## src/rtl/regfile_wb_sched_pkg.sv

```systemverilog
// Shared constants and source-select encoding for the writeback scheduler.
// The register file has 32 registers of 32 bits, and x0 is hardwired to zero.
package regfile_wb_sched_pkg;
  localparam int NREG = 32;
  localparam int AW   = 5;
  localparam int DW   = 32;

  typedef enum logic {
    SRC_A = 1'b0,
    SRC_B = 1'b1
  } src_e;
endpackage

```

## src/rtl/regfile_wb_sched_if.sv

```systemverilog
// Writeback bus with two sources: A (ALU/CSR) and B (load unit).
// The master modport is the producer side; the slave modport is the scheduler side.
interface regfile_wb_sched_if;
  import regfile_wb_sched_pkg::*;

  logic          aval;
  logic [AW-1:0] ard;
  logic [DW-1:0] adata;
  logic          ardy;
  logic          bval;
  logic [AW-1:0] brd;
  logic [DW-1:0] bdata;
  logic          brdy;

  modport master (
    output aval, ard, adata, bval, brd, bdata,
    input  ardy, brdy
  );

  modport slave (
    input  aval, ard, adata, bval, brd, bdata,
    output ardy, brdy
  );
endinterface

```

## src/rtl/wb_rr_arb2.sv

```systemverilog
// Two-input round-robin arbiter that grants at most one source per cycle.
// After each grant, priority moves to the other source.
module wb_rr_arb2
  import regfile_wb_sched_pkg::*;
(
  input  logic clk,
  input  logic rstn,
  input  logic aval,
  input  logic bval,
  output logic ardy,
  output logic brdy,
  output src_e sel
);

  src_e ptr_q, ptr_d;

  // Grants depend only on the valids and on ptr, never on the readys.
  always_comb begin
    ardy  = 1'b0;
    brdy  = 1'b0;
    sel   = SRC_A;
    ptr_d = ptr_q;
    if (rstn) begin
      if (aval && (!bval || ptr_q == SRC_A)) begin
        ardy  = 1'b1;
        sel   = SRC_A;
        ptr_d = SRC_B;
      end else if (bval) begin
        brdy  = 1'b1;
        sel   = SRC_B;
        ptr_d = SRC_A;
      end
    end
  end

  always_ff @(posedge clk) begin
    if (!rstn) ptr_q <= SRC_A;
    else       ptr_q <= ptr_d;
  end

endmodule

```

## src/rtl/regfile_wb_sched.sv

```systemverilog
// Writeback scheduler and busy scoreboard in front of the regfile's single write port.
// Arbitrates sources A and B onto the write port and stalls decode on RAW and WAW hazards.
module regfile_wb_sched
  import regfile_wb_sched_pkg::*;
(
  input  logic              clk,
  input  logic              rstn,
  input  logic              isval,
  input  logic [AW-1:0]     isrd,
  input  logic              iswr,
  input  logic [AW-1:0]     isrs1,
  input  logic [AW-1:0]     isrs2,
  output logic              stall,
  regfile_wb_sched_if.slave wb,
  output logic [AW-1:0]     rw,
  output logic [DW-1:0]     wrdata,
  output logic              regwr,
  output logic [NREG-1:0]   busy,
  output logic              err
);

  src_e            sel;
  logic            accept;
  logic            issue_acc;
  logic [AW-1:0]   acc_rd;
  logic [DW-1:0]   acc_data;

  logic            regwr_q, regwr_d;
  logic [AW-1:0]   rw_q, rw_d;
  logic [DW-1:0]   wrdata_q, wrdata_d;
  logic [NREG-1:0] busy_q, busy_d;
  logic            err_q, err_d;

  wb_rr_arb2 u_arb (
    .clk  (clk),
    .rstn (rstn),
    .aval (wb.aval),
    .bval (wb.bval),
    .ardy (wb.ardy),
    .brdy (wb.brdy),
    .sel  (sel)
  );

  // A pending clear still reads busy, so there is no same-cycle bypass.
  assign stall = !rstn |
                 (isval & ((busy_q[isrs1] & (isrs1 != '0)) |
                           (busy_q[isrs2] & (isrs2 != '0)) |
                           (iswr & busy_q[isrd] & (isrd != '0))));

  assign issue_acc = isval & !stall;
  assign accept    = wb.ardy | wb.brdy;
  assign acc_rd    = (sel == SRC_B) ? wb.brd   : wb.ard;
  assign acc_data  = (sel == SRC_B) ? wb.bdata : wb.adata;

  always_comb begin
    regwr_d  = 1'b0;
    rw_d     = rw_q;
    wrdata_d = wrdata_q;
    busy_d   = busy_q;
    err_d    = err_q;
    if (accept) begin
      regwr_d  = (acc_rd != '0);
      rw_d     = acc_rd;
      wrdata_d = acc_data;
      if (acc_rd != '0 && !busy_q[acc_rd]) err_d = 1'b1;
    end
    // The clear is applied first; a set of a pending register is impossible because such an issue stalls.
    if (regwr_q) busy_d[rw_q] = 1'b0;
    if (issue_acc && iswr && isrd != '0) busy_d[isrd] = 1'b1;
  end

  always_ff @(posedge clk) begin
    if (!rstn) begin
      regwr_q  <= 1'b0;
      rw_q     <= '0;
      wrdata_q <= '0;
      busy_q   <= '0;
      err_q    <= 1'b0;
    end else begin
      regwr_q  <= regwr_d;
      rw_q     <= rw_d;
      wrdata_q <= wrdata_d;
      busy_q   <= busy_d;
      err_q    <= err_d;
    end
  end

  assign regwr  = regwr_q;
  assign rw     = rw_q;
  assign wrdata = wrdata_q;
  assign busy   = busy_q;
  assign err    = err_q;

endmodule
```

## src/flat_wrapper.sv

```systemverilog
// flat-port wrapper written by rule: the top's interface ports become plain ports
module regfile_wb_sched_flat import regfile_wb_sched_pkg::*;
  (clk, rstn, isval, isrd, iswr, isrs1, isrs2, stall, rw, wrdata, regwr, busy, err, wb_aval, wb_ard, wb_adata, wb_bval, wb_brd, wb_bdata, wb_ardy, wb_brdy);
  regfile_wb_sched_if wb_i ();
  input  logic clk;
  input  logic rstn;
  input  logic isval;
  input  logic [AW-1:0] isrd;
  input  logic iswr;
  input  logic [AW-1:0] isrs1;
  input  logic [AW-1:0] isrs2;
  output logic stall;
  output logic [AW-1:0] rw;
  output logic [DW-1:0] wrdata;
  output logic regwr;
  output logic [NREG-1:0] busy;
  output logic err;
  input wire logic [$bits(wb_i.aval)-1:0] wb_aval;
  input wire logic [$bits(wb_i.ard)-1:0] wb_ard;
  input wire logic [$bits(wb_i.adata)-1:0] wb_adata;
  input wire logic [$bits(wb_i.bval)-1:0] wb_bval;
  input wire logic [$bits(wb_i.brd)-1:0] wb_brd;
  input wire logic [$bits(wb_i.bdata)-1:0] wb_bdata;
  output wire logic [$bits(wb_i.ardy)-1:0] wb_ardy;
  output wire logic [$bits(wb_i.brdy)-1:0] wb_brdy;
  assign wb_i.aval = wb_aval;
  assign wb_i.ard = wb_ard;
  assign wb_i.adata = wb_adata;
  assign wb_i.bval = wb_bval;
  assign wb_i.brd = wb_brd;
  assign wb_i.bdata = wb_bdata;
  assign wb_ardy = wb_i.ardy;
  assign wb_brdy = wb_i.brdy;
  regfile_wb_sched u_core (.clk(clk), .rstn(rstn), .isval(isval), .isrd(isrd), .iswr(iswr), .isrs1(isrs1), .isrs2(isrs2), .stall(stall), .wb(wb_i), .rw(rw), .wrdata(wrdata), .regwr(regwr), .busy(busy), .err(err));
endmodule
```

## config.mk

```make
export PLATFORM = sky130hd
export DESIGN_NAME = regfile_wb_sched_flat
export DESIGN_NICKNAME = d
export VERILOG_FILES = /design/src/rtl/regfile_wb_sched_pkg.sv /design/src/rtl/regfile_wb_sched_if.sv /design/src/rtl/wb_rr_arb2.sv /design/src/rtl/regfile_wb_sched.sv /design/src/flat_wrapper.sv
export SDC_FILE = /design/constraint.sdc
export NUM_CORES = 1
export LEC_CHECK = 0
export BUFFER_PORTS_ARGS = -buffer_cell sky130_fd_sc_hd__buf_2
export CAP_MARGIN = 25
export CORE_MARGIN = 1
export CORE_UTILIZATION = 45
export CTS_CLUSTER_SIZE = 25
export DETAILED_ROUTE_END_ITERATION = 8
export MAX_ROUTING_LAYER = met4
export PLACE_DENSITY = 0.82
export REMOVE_ABC_BUFFERS = 1
export SLEW_MARGIN = 20
export SYNTH_ARGS = -nofsm -noshare
export SYNTH_HDL_FRONTEND = slang
export SYNTH_SLANG_ARGS = --single-unit
```

## constraint.sdc

```tcl
create_clock -name clk -period 3.1 [get_ports clk]
set_clock_uncertainty 0.1 [all_clocks]
set_input_delay 0.62 -clock clk [delete_from_list [all_inputs] [get_ports clk]]
set_output_delay 0.62 -clock clk [all_outputs]
set_load 0.01 [all_outputs]
```

==> results of run 1 <==
## stage by stage
step / utilization / hold slack, ps / instances / setup TNS, ps / instance area [um2]
after floorplan: - / 371 / 427 / -28980 / 4210
after global placement: 0.590 / 416 / 754 / -146 / 5480
after detailed placement: 0.590 / 415 / 754 / -2810 / 5480
after CTS: 0.616 / 429 / 770 / -64.8 / 5720
after global routing: 0.617 / 425 / 770 / -47.9 / 5730
final: 0.617 / 438 / 770 / -25.0 / 5730
## kinds of logic (layout without fill, tap and decap cells)
family | count (synthesis) | in the layout | synth area share
buffers and inverters | 40 | 220 | 0.0371
AO/OA/AOI/OAI | 144 | 144 | 0.229
multiplexers | 81 | 81 | 0.245
flip-flops | 72 | 72 | 0.331
AND/OR/NAND/NOR | 124 | 124 | 0.158
## sequential cells by signal, indices dropped and copies added (netlist names)
| name | count |
|---|---|
| u_core.wrdata | 32 |
| u_core.rw | 5 |
| u_core.regwr | 1 |
| u_core.u_arb.ptr_q | 1 |
| u_core.err | 1 |
| u_core.busy | 32 |
## cells in the final DEF (no fill, tap or decap), drive strengths merged, types with 6 or more instances in the layout
| cell | netlist | final |
|---|---|---|
| dfxtp | 72 | 72 |
| nor2b | 7 | 7 |
| o21ai | 44 | 44 |
| nor2 | 48 | 48 |
| nand3b | 7 | 7 |
| a211oi | 38 | 38 |
| inv | 5 | 6 |
| a21oi | 7 | 7 |
| nand3 | 16 | 16 |
| clkbuf | 25 | 10 |
| buf | 9 | 198 |
| o211ai | 33 | 33 |
| mux4 | 20 | 20 |
| mux2i | 58 | 58 |
| nand2 | 18 | 18 |
## how the worst max path moves through the flow
stage | startpoint | to | slack [ps] | depth (start not counted)
6_report | isrs1[0] | stall | -30 | 8
5_1_grt | isrs1[0] | stall | -50 | 8
4_1_cts | isrs1[0] | stall | -60 | 8
3_5_place_dp | isrs1[0] | stall | -250 | 8
3_3_place_gp | isrs1[0] | stall | -150 | 8
2_1_floorplan | wb_aval | u_core.err | -1000 | 6
## what timing repair did
| action | 4_1_cts | 5_1_grt |
|---|---|---|
| resized for setup | 10 | 5 |
| pin swaps | 3 | 2 |
| setup endpoints to repair | 1 | 1 |
## layer usage
layer	routed length [um]	global-route usage	share of wire	up-vias
met5	0	-	0	-
met4	571	0.164	0.038	0
met3	1480	0.0648	0.098	55
met2	7310	0.506	0.48	346
met1	5710	0.375	0.38	2208
li1	-	-	-	2145
## final cells by class
cell class | instances | area share
flip-flops and latches | 72 | 0.253
clock buffers | 10 | 0.0240
repair buffers | 198 | 0.194
multi-input cells | 349 | 0.486
inverters | 6 | 0.00393
clock inverters | 6 | 0.0118
well taps | 129 | 0.0282
## power by group
part           internal (mW)  switching [mW]
Clock                  0.396           0.371
Sequential             0.970          0.0401
Combinational          0.198           0.245
Total                   1.56           0.656
==> reports/qor.yml, run 1 <==
cts_hold_repair.buffers: 0
start_kind: "input pin"
r2r_start: "u_core.busy[24]"
postCtsSetupBuffers: 0
critical-path-top-delay-family: "compound AO/OA/AOI/OAI gates"
timing.max_slew.rel_slack: 0.512
setup.worst_path.class: "input pin to output pin"
path_max_fanout: 7
worst_pin_slew_ps: 711
wl_um: 15100
synth_cell_type_count: 57
syn2layout_area_growth_pct: 31.6
synthDominantAreaCellType: "sky130_fd_sc_hd__dfxtp_1"
async_reset_ff_frac: 0
drc_errors: 0
run_status: "complete, but fails checks"
most_common_cell_in_the_netlist: "sky130_fd_sc_hd__dfxtp_1"
finalSetupViolations: 1
min_delay_worst_endpoint: "u_core.busy[0]"
nets: 731
core.rowCount: 35
reg2reg_slack_ps: 550
worstPathCellList: "buf_12 -> mux4_2 -> and4b_1 -> a311oi_2 -> nand4_1 -> a211oi_4 -> o221ai_2 -> buf_2"
n_fill_cell: 788
post_drt_via_cell_ratio: 6.17
hold_path_stages: 1
floorplan.die.height_um: 100
antenna_found_initial: 0
netlist_area_mm2: 0.00435
multi_input_area_mm2: 0.00278
dp_slack_ps: -247
grt_setup_unrepaired: "yes"
global_routing_usage_summed_across_all_routing_layers: 0.316
area.sequential_mm2: 0.00145
worstPathBufferInverterCount: 2
yosysWarnings: 0
grt_start_max_net_pins: 65
routedWlPerCell_um: 19.6
synth_commonest_cells: "sky130_fd_sc_hd__dfxtp_1, sky130_fd_sc_hd__mux2i_1, sky130_fd_sc_hd__nor2_1"
cts.reportedPaths.clkPinSlew_ps: 80
power.total_mw: 2.22
clkSinkCount: 72
slew_viol_final: 0
tritoncts_clock_tree: "yes"
ir_drop_mv: 0.260
max-cap-violations: 0
worst_hold_launch: "u_core.busy[0]"
gp_congestion: 1.01
cpMaxStageDelayCell: "sky130_fd_sc_hd__mux4_2"
cts-buffers-inserted: 9
power_density_mw_per_mm2: 388
seq_area_frac_synth: 0.331
share_of_final_layout_standard_cells_stronger_than_drive_strength_1: 0.399
worst_r2r_endpoint: "u_core.busy[7]"
worst_ep_arrival_time_ps: 2410
synth_top_area_share: 0.331
yosys_register_bits: 72
synth_edf_count: 0
cp_slowest_stage_delay_ps: 480
cts.htree.levels: 3
detailroute.via_count: 4754
postSynthAreaPerCell_um2: 9.44
final_hold_viol_count: 0
timing.critical_path.required_ps: 2380
io_buffers: 168
postSynthCellCount: 461
critPathCaptureType: "output pin"
first_global_vias: 4636
globalRouteOverflowTotal: 0
ant_nets: 0
ctsLongestPathBuffers: 2
die_width_um: 100
dp_hpwl_um: 11100
cts_root_buffer: "sky130_fd_sc_hd__clkbuf_8"
layout_min_cycle_time_ps: 3130
floorplan.initialDensity: 0.469
ys_top_cells_by_area: "sky130_fd_sc_hd__dfxtp_1, sky130_fd_sc_hd__mux2i_1, sky130_fd_sc_hd__mux4_2"
synth_top_flop_cell: "sky130_fd_sc_hd__dfxtp_1"
timing.final.ws_setup_ps: -25.0
clk-insertion-delay-late_ps: 350
drt_iter0_drc: 480
violations: "setup timing"
worst_r2r_path_depth: 9
p_leak_nw: 2.50
ios: 169
drtPass1Iterations: 5
post-route-period-util: 1.01
hold_class: "flip-flop to flip-flop"
max_clock_freq_mhz: 320
floorplan.die_area_mm2: 0.0101
grt_pass1_wl_um: 23600
antenna-diode-count: 0
placeableCoreArea_mm2: 0.00928
Power figures use the tool's default switching activity.
==> inputs of run 2 (changes only) <==
--- a/config.mk
+++ b/config.mk
@@ -8,11 +8,11 @@
 export BUFFER_PORTS_ARGS = -buffer_cell sky130_fd_sc_hd__buf_2
 export CAP_MARGIN = 25
 export CORE_MARGIN = 1
-export CORE_UTILIZATION = 45
+export CORE_UTILIZATION = 50
 export CTS_CLUSTER_SIZE = 25
 export DETAILED_ROUTE_END_ITERATION = 8
 export MAX_ROUTING_LAYER = met4
-export PLACE_DENSITY = 0.82
+export PLACE_DENSITY = 0.86
 export REMOVE_ABC_BUFFERS = 1
 export SLEW_MARGIN = 20
 export SYNTH_ARGS = -nofsm -noshare
==> constraint.sdc (replaced) <==
create_clock -name clk -period 3.3 [get_ports clk]
set_clock_uncertainty 0.1 [all_clocks]
set_input_delay 0.66 -clock clk [delete_from_list [all_inputs] [get_ports clk]]
set_output_delay 0.66 -clock clk [all_outputs]
set_load 0.01 [all_outputs]
==> reports/qor.yml, run 2 (same netlist as run 1, synthesis figures left out) <==
post_drt_via_cell_ratio: 6.46  # was 6.17
most_common_cell_after_layout_fill_and_taps_aside: "sky130_fd_sc_hd__buf_2"  # unchanged
timing.final.ws_setup_ps: 128  # was -25.0 ps
wl_um: 14400  # was 15,100 um
cts_root_buffer: "sky130_fd_sc_hd__clkbuf_8"  # unchanged
worstPathBufferInverterCount: 2  # unchanged
most-common-layout-cells: "sky130_fd_sc_hd__buf_2, sky130_fd_sc_hd__dfxtp_1, sky130_fd_sc_hd__mux2i_1, sky130_fd_sc_hd__nor2_1, sky130_fd_sc_hd__a211oi_1"  # unchanged
clk-insertion-delay-late_ps: 360  # was 350 ps
dp_slack_ps: -15.8  # was -247 ps
floorplan.die_area_mm2: 0.00908  # was 0.0101 mm2
grt_start_max_net_pins: 65  # unchanged
first_global_vias: 4384  # was 4,636
p_leak_nw: 2.42  # was 2.50 nW
placeableCoreArea_mm2: 0.00834  # was 0.00928 mm2
dp_hpwl_um: 10500  # was 11,100 um
max-cap-violations: 0  # unchanged
ant_nets: 0  # unchanged
cts_hold_repair.buffers: 0  # unchanged
ctsLongestPathBuffers: 2  # unchanged
gp_congestion: 1.03  # was 1.01
layout_min_cycle_time_ps: 3170
core.rowCount: 33  # was 35
worst_ep_arrival_time_ps: 2410  # about the same
worst_pin_slew_ps: 668  # was 711 ps
antenna_found_initial: 0  # unchanged
die_width_um: 95.3  # was 100 um
finalSetupViolations: 0  # was 1
max_clock_freq_mhz: 315
nets: 720  # was 731
grt_setup_unrepaired: "no"  # was yes
share_of_final_layout_standard_cells_stronger_than_drive_strength_1: 0.376  # was 0.399
setup.worst_path.class: "input pin to output pin"  # unchanged
detailroute.via_count: 4748  # was 4,754
worstPathCellList: "buf_6 -> mux4_2 -> and4b_1 -> a311oi_1 -> nand4_1 -> a211oi_4 -> o221ai_1 -> buf_2"  # was buf_12 -> mux4_2 -> and4b_1 -> a311oi_2 -> nand4_1 -> a211oi_4 -> o221ai_2 -> buf_2
path_max_fanout: 9  # was 7
tritoncts_clock_tree: "yes"  # unchanged
timing.critical_path.required_ps: 2540  # was 2380 ps
ir_drop_mv: 0.270  # was 0.260 mV
cts.htree.levels: 3  # unchanged
post-route-period-util: 0.961
hold_class: "flip-flop to flip-flop"  # unchanged
drt_iter0_drc: 486  # was 480
antenna-diode-count: 0  # unchanged
start_kind: "input pin"  # unchanged
io_buffers: 168  # unchanged
floorplan.initialDensity: 0.522  # was 0.469
cpMaxStageDelayCell: "sky130_fd_sc_hd__mux4_2"  # unchanged
n_fill_cell: 671  # was 788
final_hold_viol_count: 0  # unchanged
syn2layout_area_growth_pct: 27.6  # was 31.6%
drtPass1Iterations: 5  # unchanged
critical-path-top-delay-family: "compound AO/OA/AOI/OAI gates"  # unchanged
grt_pass1_wl_um: 21800  # was 23,600 um
drc_errors: 0  # unchanged
floorplan.die.height_um: 95.3  # was 100 um
cp_slowest_stage_delay_ps: 500  # was 480 ps
cts-buffers-inserted: 9  # unchanged
cts.reportedPaths.clkPinSlew_ps: 90  # was 80 ps
run_status: "completed"  # was complete, but fails checks
global_routing_usage_summed_across_all_routing_layers: 0.326  # was 0.316
globalRouteOverflowTotal: 0  # unchanged
timing.max_slew.rel_slack: 0.542  # was 0.512
ios: 169  # unchanged
slew_viol_final: 0  # unchanged
routedWlPerCell_um: 19.6  # about the same
clkSinkCount: 72  # unchanged
postCtsSetupBuffers: 0  # unchanged
power_density_mw_per_mm2: 374  # was 388 mW/mm2
power.total_mw: 2.08  # was 2.22 mW
critPathCaptureType: "output pin"  # unchanged
-- run 2: cell types whose count changed in the layout (fill, tap and decap cells not counted), sizes merged --
cell | previous run | this run
buf | 198 | 186
inv | 6 | 8
clkinv | 3 | 1
clkinvlp | 2 | 3
-- run 2: worst paths after layout --
kind                           start            endpoint  slack [ps]  depth (start not counted)
setup reg to reg     u_core.busy[27]     u_core.busy[19]         610                          7
hold / removal    u_core.u_arb.ptr_q  u_core.u_arb.ptr_q         440                          2
setup / recovery            isrs1[0]               stall         130                          8
hold reg to reg   u_core.u_arb.ptr_q  u_core.u_arb.ptr_q         440                          2
-- run 2: worst register-to-register path: cells and delay by family (launching register included) --
family          cells  cell delay (ps)
compound gates      3              800
buf+inv             1              160
flops               1              340
mux                 1              470
simple gates        2              750
-- run 2: what timing repair did --
action / CTS / global route
resized for setup: 1 / 2
endpoints found under the setup margin: 1 / 1
cloned: 0 / 0
pin swaps: 0 / 1
-- run 2: stage by stage --
step | hold slack, ps | std cells | setup TNS [ps] | instance area (um2) | util
2_1_floorplan | 371 | 427 | -23150 | 4210 | -
3_3_place_gp | 415 | 719 | 0 | 5340 | 0.641
3_5_place_dp | 428 | 719 | -15.8 | 5340 | 0.641
4_1_cts | 441 | 735 | 0 | 5550 | 0.665
5_1_grt | 458 | 735 | 0 | 5550 | 0.666
6_report | 443 | 735 | 0 | 5550 | 0.666
-- run 2: area by class of cell --
class,instances,area (um2),share of cell area
Multi-Input combinational cell,349,2760,0.498
Sequential cell,72,1440,0.260
Timing Repair Buffer,187,992,0.179
Tap cell,105,131,0.0237
Clock buffer,9,124,0.0223
Clock inverter,7,78.8,0.0142
Inverter,6,22.5,0.00405
-- run 2: report_power, final --
group / internal [mW] / total, mW / switching, mW
logic: 0.174 / 0.398 / 0.224
registers: 0.911 / 0.949 / 0.0374
clock network: 0.357 / 0.728 / 0.372
total: 1.44 / 2.08 / 0.633
-- run 2: layer usage --
| layer | vias to the layer above | global-route usage | share of wire |
|---|---|---|---|
| met3 | 60 | 0.0750 | 0.11 |
| met2 | 358 | 0.523 | 0.48 |
| met1 | 2201 | 0.378 | 0.38 |
| li1 | 2129 | - | - |
| met5 | - | - | 0 |
| met4 | 0 | 0.174 | 0.037 |
==> inputs of run 3 (changes only) <==
--- a/config.mk
+++ b/config.mk
@@ -5,10 +5,11 @@
 export SDC_FILE = /design/constraint.sdc
 export NUM_CORES = 1
 export LEC_CHECK = 0
+export ABC_AREA = 1
 export BUFFER_PORTS_ARGS = -buffer_cell sky130_fd_sc_hd__buf_2
 export CAP_MARGIN = 25
 export CORE_MARGIN = 1
-export CORE_UTILIZATION = 50
+export CORE_UTILIZATION = 51
 export CTS_CLUSTER_SIZE = 25
 export DETAILED_ROUTE_END_ITERATION = 8
 export MAX_ROUTING_LAYER = met4
==> reports/qor.yml, run 3 <==
run_status: "complete, but fails checks"  # was completed
violations: "DRC"
antenna-diode-count: 0  # unchanged
timing.final.ws_setup_ps: 294  # was 128 ps
share_of_final_layout_standard_cells_stronger_than_drive_strength_1: 0.238  # was 0.376
timing.critical_path.required_ps: 2540  # about the same
core.rowCount: 34  # was 33
hold_path_stages: 2  # unchanged
placedInstanceArea_mm2: 0.00554  # was 0.00534 mm2
finalSetupTns_ps: 0  # unchanged
die_width_um: 98.2  # was 95.3 um
yosysWarnings: 0  # unchanged
finalSetupViolations: 0  # unchanged
gp_congestion: 0.979  # was 1.03
cts-buffers-inserted: 9  # unchanged
worst_r2r_path_depth: 15  # was 7
synth_cell_type_count: 27  # was 57
critPathMostFrequentCell: "sky130_fd_sc_hd__nand2_1"
floorplan.die_area_mm2: 0.00964  # was 0.00908 mm2
postSynthAreaPerCell_um2: 5.90  # was 9.44 um2
post_drt_via_cell_ratio: 5.66  # was 6.46
final_hold_viol_count: 0  # unchanged
cts.reportedPaths.clkPinSlew_ps: 90  # about the same
setup.worst_path.class: "input pin to output pin"  # unchanged
ir_drop_mv: 0.267  # was 0.270 mV
max_clock_freq_mhz: 333  # was 315 MHz
placeableCoreArea_mm2: 0.00885  # was 0.00834 mm2
first_global_vias: 5201  # was 4,384
seq_area_frac_synth: 0.305  # was 0.331
post-route-period-util: 0.911  # was 0.961
floorplan.initialDensity: 0.533  # was 0.522
worstPathCellList: "buf_2 -> inv_2 -> nand2_1 -> nand2_1 -> nand2_1 -> nand2_1 -> nand2_1 -> nand2_1 -> nor2_1 -> nand2_1 -> nand2_1 -> nand2_1 -> inv_2 -> nand2_1 -> nand2_2 -> nand2_1 -> buf_2"  # was buf_6 -> mux4_2 -> and4b_1 -> a311oi_1 -> nand4_1 -> a211oi_4 -> o221ai_1 -> buf_2
dp_hpwl_um: 12100  # was 10,500 um
drtPass1Iterations: 9  # was 5
clkSinkCount: 72  # unchanged
async_reset_ff_frac: 0  # unchanged
power_density_mw_per_mm2: 395  # was 374 mW/mm2
nets: 1035  # was 720
hold_class: "flip-flop to flip-flop"  # unchanged
postSynthCellCount: 800  # was 461
floorplan.die.height_um: 98.2  # was 95.3 um
layout_min_cycle_time_ps: 3010  # was 3170 ps
ant_nets: 0  # unchanged
path_max_fanout: 24  # was 9
routedWlPerCell_um: 15.7  # was 19.6 um
cp_slowest_stage_delay_ps: 350  # was 500 ps
ctsLongestPathBuffers: 2  # unchanged
drc_errors: 2  # was 0
synth_top_flop_cell: "sky130_fd_sc_hd__dfxtp_1"  # unchanged
timing.max_slew.rel_slack: 0.559  # was 0.542
cts_root_buffer: "sky130_fd_sc_hd__clkbuf_8"  # unchanged
wl_um: 16500  # was 14,400 um
worst_pin_slew_ps: 661  # was 668 ps
dp_slack_ps: 329  # was -15.8 ps
syn2layout_area_growth_pct: 22.4  # was 27.6%
detailroute.via_count: 5955  # was 4,748
n_fill_cell: 880  # was 671
cts.repair.resized: 0  # was 1
globalRouteOverflowTotal: 0  # unchanged
critPathCaptureType: "output pin"  # unchanged
most-common-layout-cells: "sky130_fd_sc_hd__nand2_1, sky130_fd_sc_hd__buf_2, sky130_fd_sc_hd__dfxtp_1, sky130_fd_sc_hd__nand3_1, sky130_fd_sc_hd__inv_1"  # was sky130_fd_sc_hd__buf_2, sky130_fd_sc_hd__dfxtp_1, sky130_fd_sc_hd__mux2i_1, sky130_fd_sc_hd__nor2_1, sky130_fd_sc_hd__a211oi_1
p_leak_nw: 2.92  # was 2.42 nW
antenna_found_initial: 0  # unchanged
start_kind: "input pin"  # unchanged
global_routing_usage_summed_across_all_routing_layers: 0.351  # was 0.326
synth_edf_count: 0  # unchanged
cts.htree.levels: 3  # unchanged
final_core_util: 0.652  # was 0.666
worst_ep_arrival_time_ps: 2250  # was 2410 ps
drt_iter0_drc: 516  # was 486
finalInstanceArea_mm2: 0.00577  # was 0.00555 mm2
yosys_register_bits: 72  # unchanged
most_common_cell_after_layout_fill_and_taps_aside: "sky130_fd_sc_hd__nand2_1"  # was sky130_fd_sc_hd__buf_2
io_buffers: 168  # unchanged
grt_start_max_net_pins: 71  # was 65
synth_commonest_cells: "sky130_fd_sc_hd__nand2_1, sky130_fd_sc_hd__dfxtp_1, sky130_fd_sc_hd__nand3_1"  # was sky130_fd_sc_hd__dfxtp_1, sky130_fd_sc_hd__mux2i_1, sky130_fd_sc_hd__nor2_1
ys_top_cells_by_area: "sky130_fd_sc_hd__dfxtp_1, sky130_fd_sc_hd__nand2_1, sky130_fd_sc_hd__nand3_1"  # was sky130_fd_sc_hd__dfxtp_1, sky130_fd_sc_hd__mux2i_1, sky130_fd_sc_hd__mux4_2
cts_hold_repair.buffers: 0  # unchanged
clk-insertion-delay-late_ps: 360  # about the same
ios: 169  # unchanged
synth_top_area_share: 0.305  # was 0.331
postCtsSetupBuffers: 0  # unchanged
grt_pass1_wl_um: 26200  # was 21,800 um
most_common_cell_in_the_netlist: "sky130_fd_sc_hd__nand2_1"  # was sky130_fd_sc_hd__dfxtp_1
netlist_area_mm2: 0.00472  # was 0.00435 mm2
cpMaxStageDelayCell: "sky130_fd_sc_hd__buf_2"  # was sky130_fd_sc_hd__mux4_2
grt_setup_unrepaired: "no"  # unchanged
max-cap-violations: 0  # unchanged
slew_viol_final: 0  # unchanged
tritoncts_clock_tree: "yes"  # unchanged
synthDominantAreaCellType: "sky130_fd_sc_hd__dfxtp_1"  # unchanged
==> run 3: layout make-up <==
| type | instances | area, um2 | share of cell area |
|---|---|---|---|
| multi-input cells | 603 | 2760 | 0.478 |
| clock inverters | 6 | 97.6 | 0.0169 |
| repair buffers | 177 | 908 | 0.157 |
| clock buffers | 10 | 138 | 0.0238 |
| flip-flops and latches | 72 | 1440 | 0.250 |
| well taps | 108 | 135 | 0.0234 |
| inverters | 77 | 292 | 0.0505 |
==> run 3: through the flow <==
stage               std cells  total power [mW]  hold WS (ps)
finish                   1053              2.28           363
floorplan                 752              1.23           374
detailed placement       1037              1.45           349
global placement         1037              1.45           337
global route             1053              2.39           375
CTS                      1053              2.27           362
==> run 3: critical path, delay by kind of cell <==
| kind | cells | cell delay (ps) |
|---|---|---|
| buffers and inverters | 4 | 750 |
| AND/OR/NAND/NOR | 13 | 830 |
==> run 3: worst paths after layout <==
kind                                         start    endpoint  slack, ps
worst max-delay path                       isrd[0]       stall        290
worst min-delay path                    u_core.err  u_core.err        360
worst max register to register  u_core.u_arb.ptr_q  u_core.err        990
worst min register to register          u_core.err  u_core.err        360
==> run 3: metal layers <==
| layer | up-vias | part of all wire | GRT usage |
|---|---|---|---|
| met1 | 2619 | 0.39 | 0.435 |
| li1 | 2930 | - | - |
| met2 | 362 | 0.47 | 0.581 |
| met5 | - | 0 | - |
| met4 | 0 | 0.028 | 0.109 |
| met3 | 44 | 0.11 | 0.0616 |
==> run 3: kinds of logic after synthesis <==
family | Yosys count | synth area share
AND/OR/NAND/NOR | 432 | 0.382
AO/OA/AOI/OAI | 171 | 0.201
buffers and inverters | 125 | 0.111
flip-flops | 72 | 0.305
==> run 3: power breakdown <==
part	total (mW)	internal [mW]	switching [mW]
Combinational	0.493	0.173	0.320
Sequential	0.949	0.916	0.0338
Clock	0.838	0.459	0.380
Total	2.28	1.55	0.733
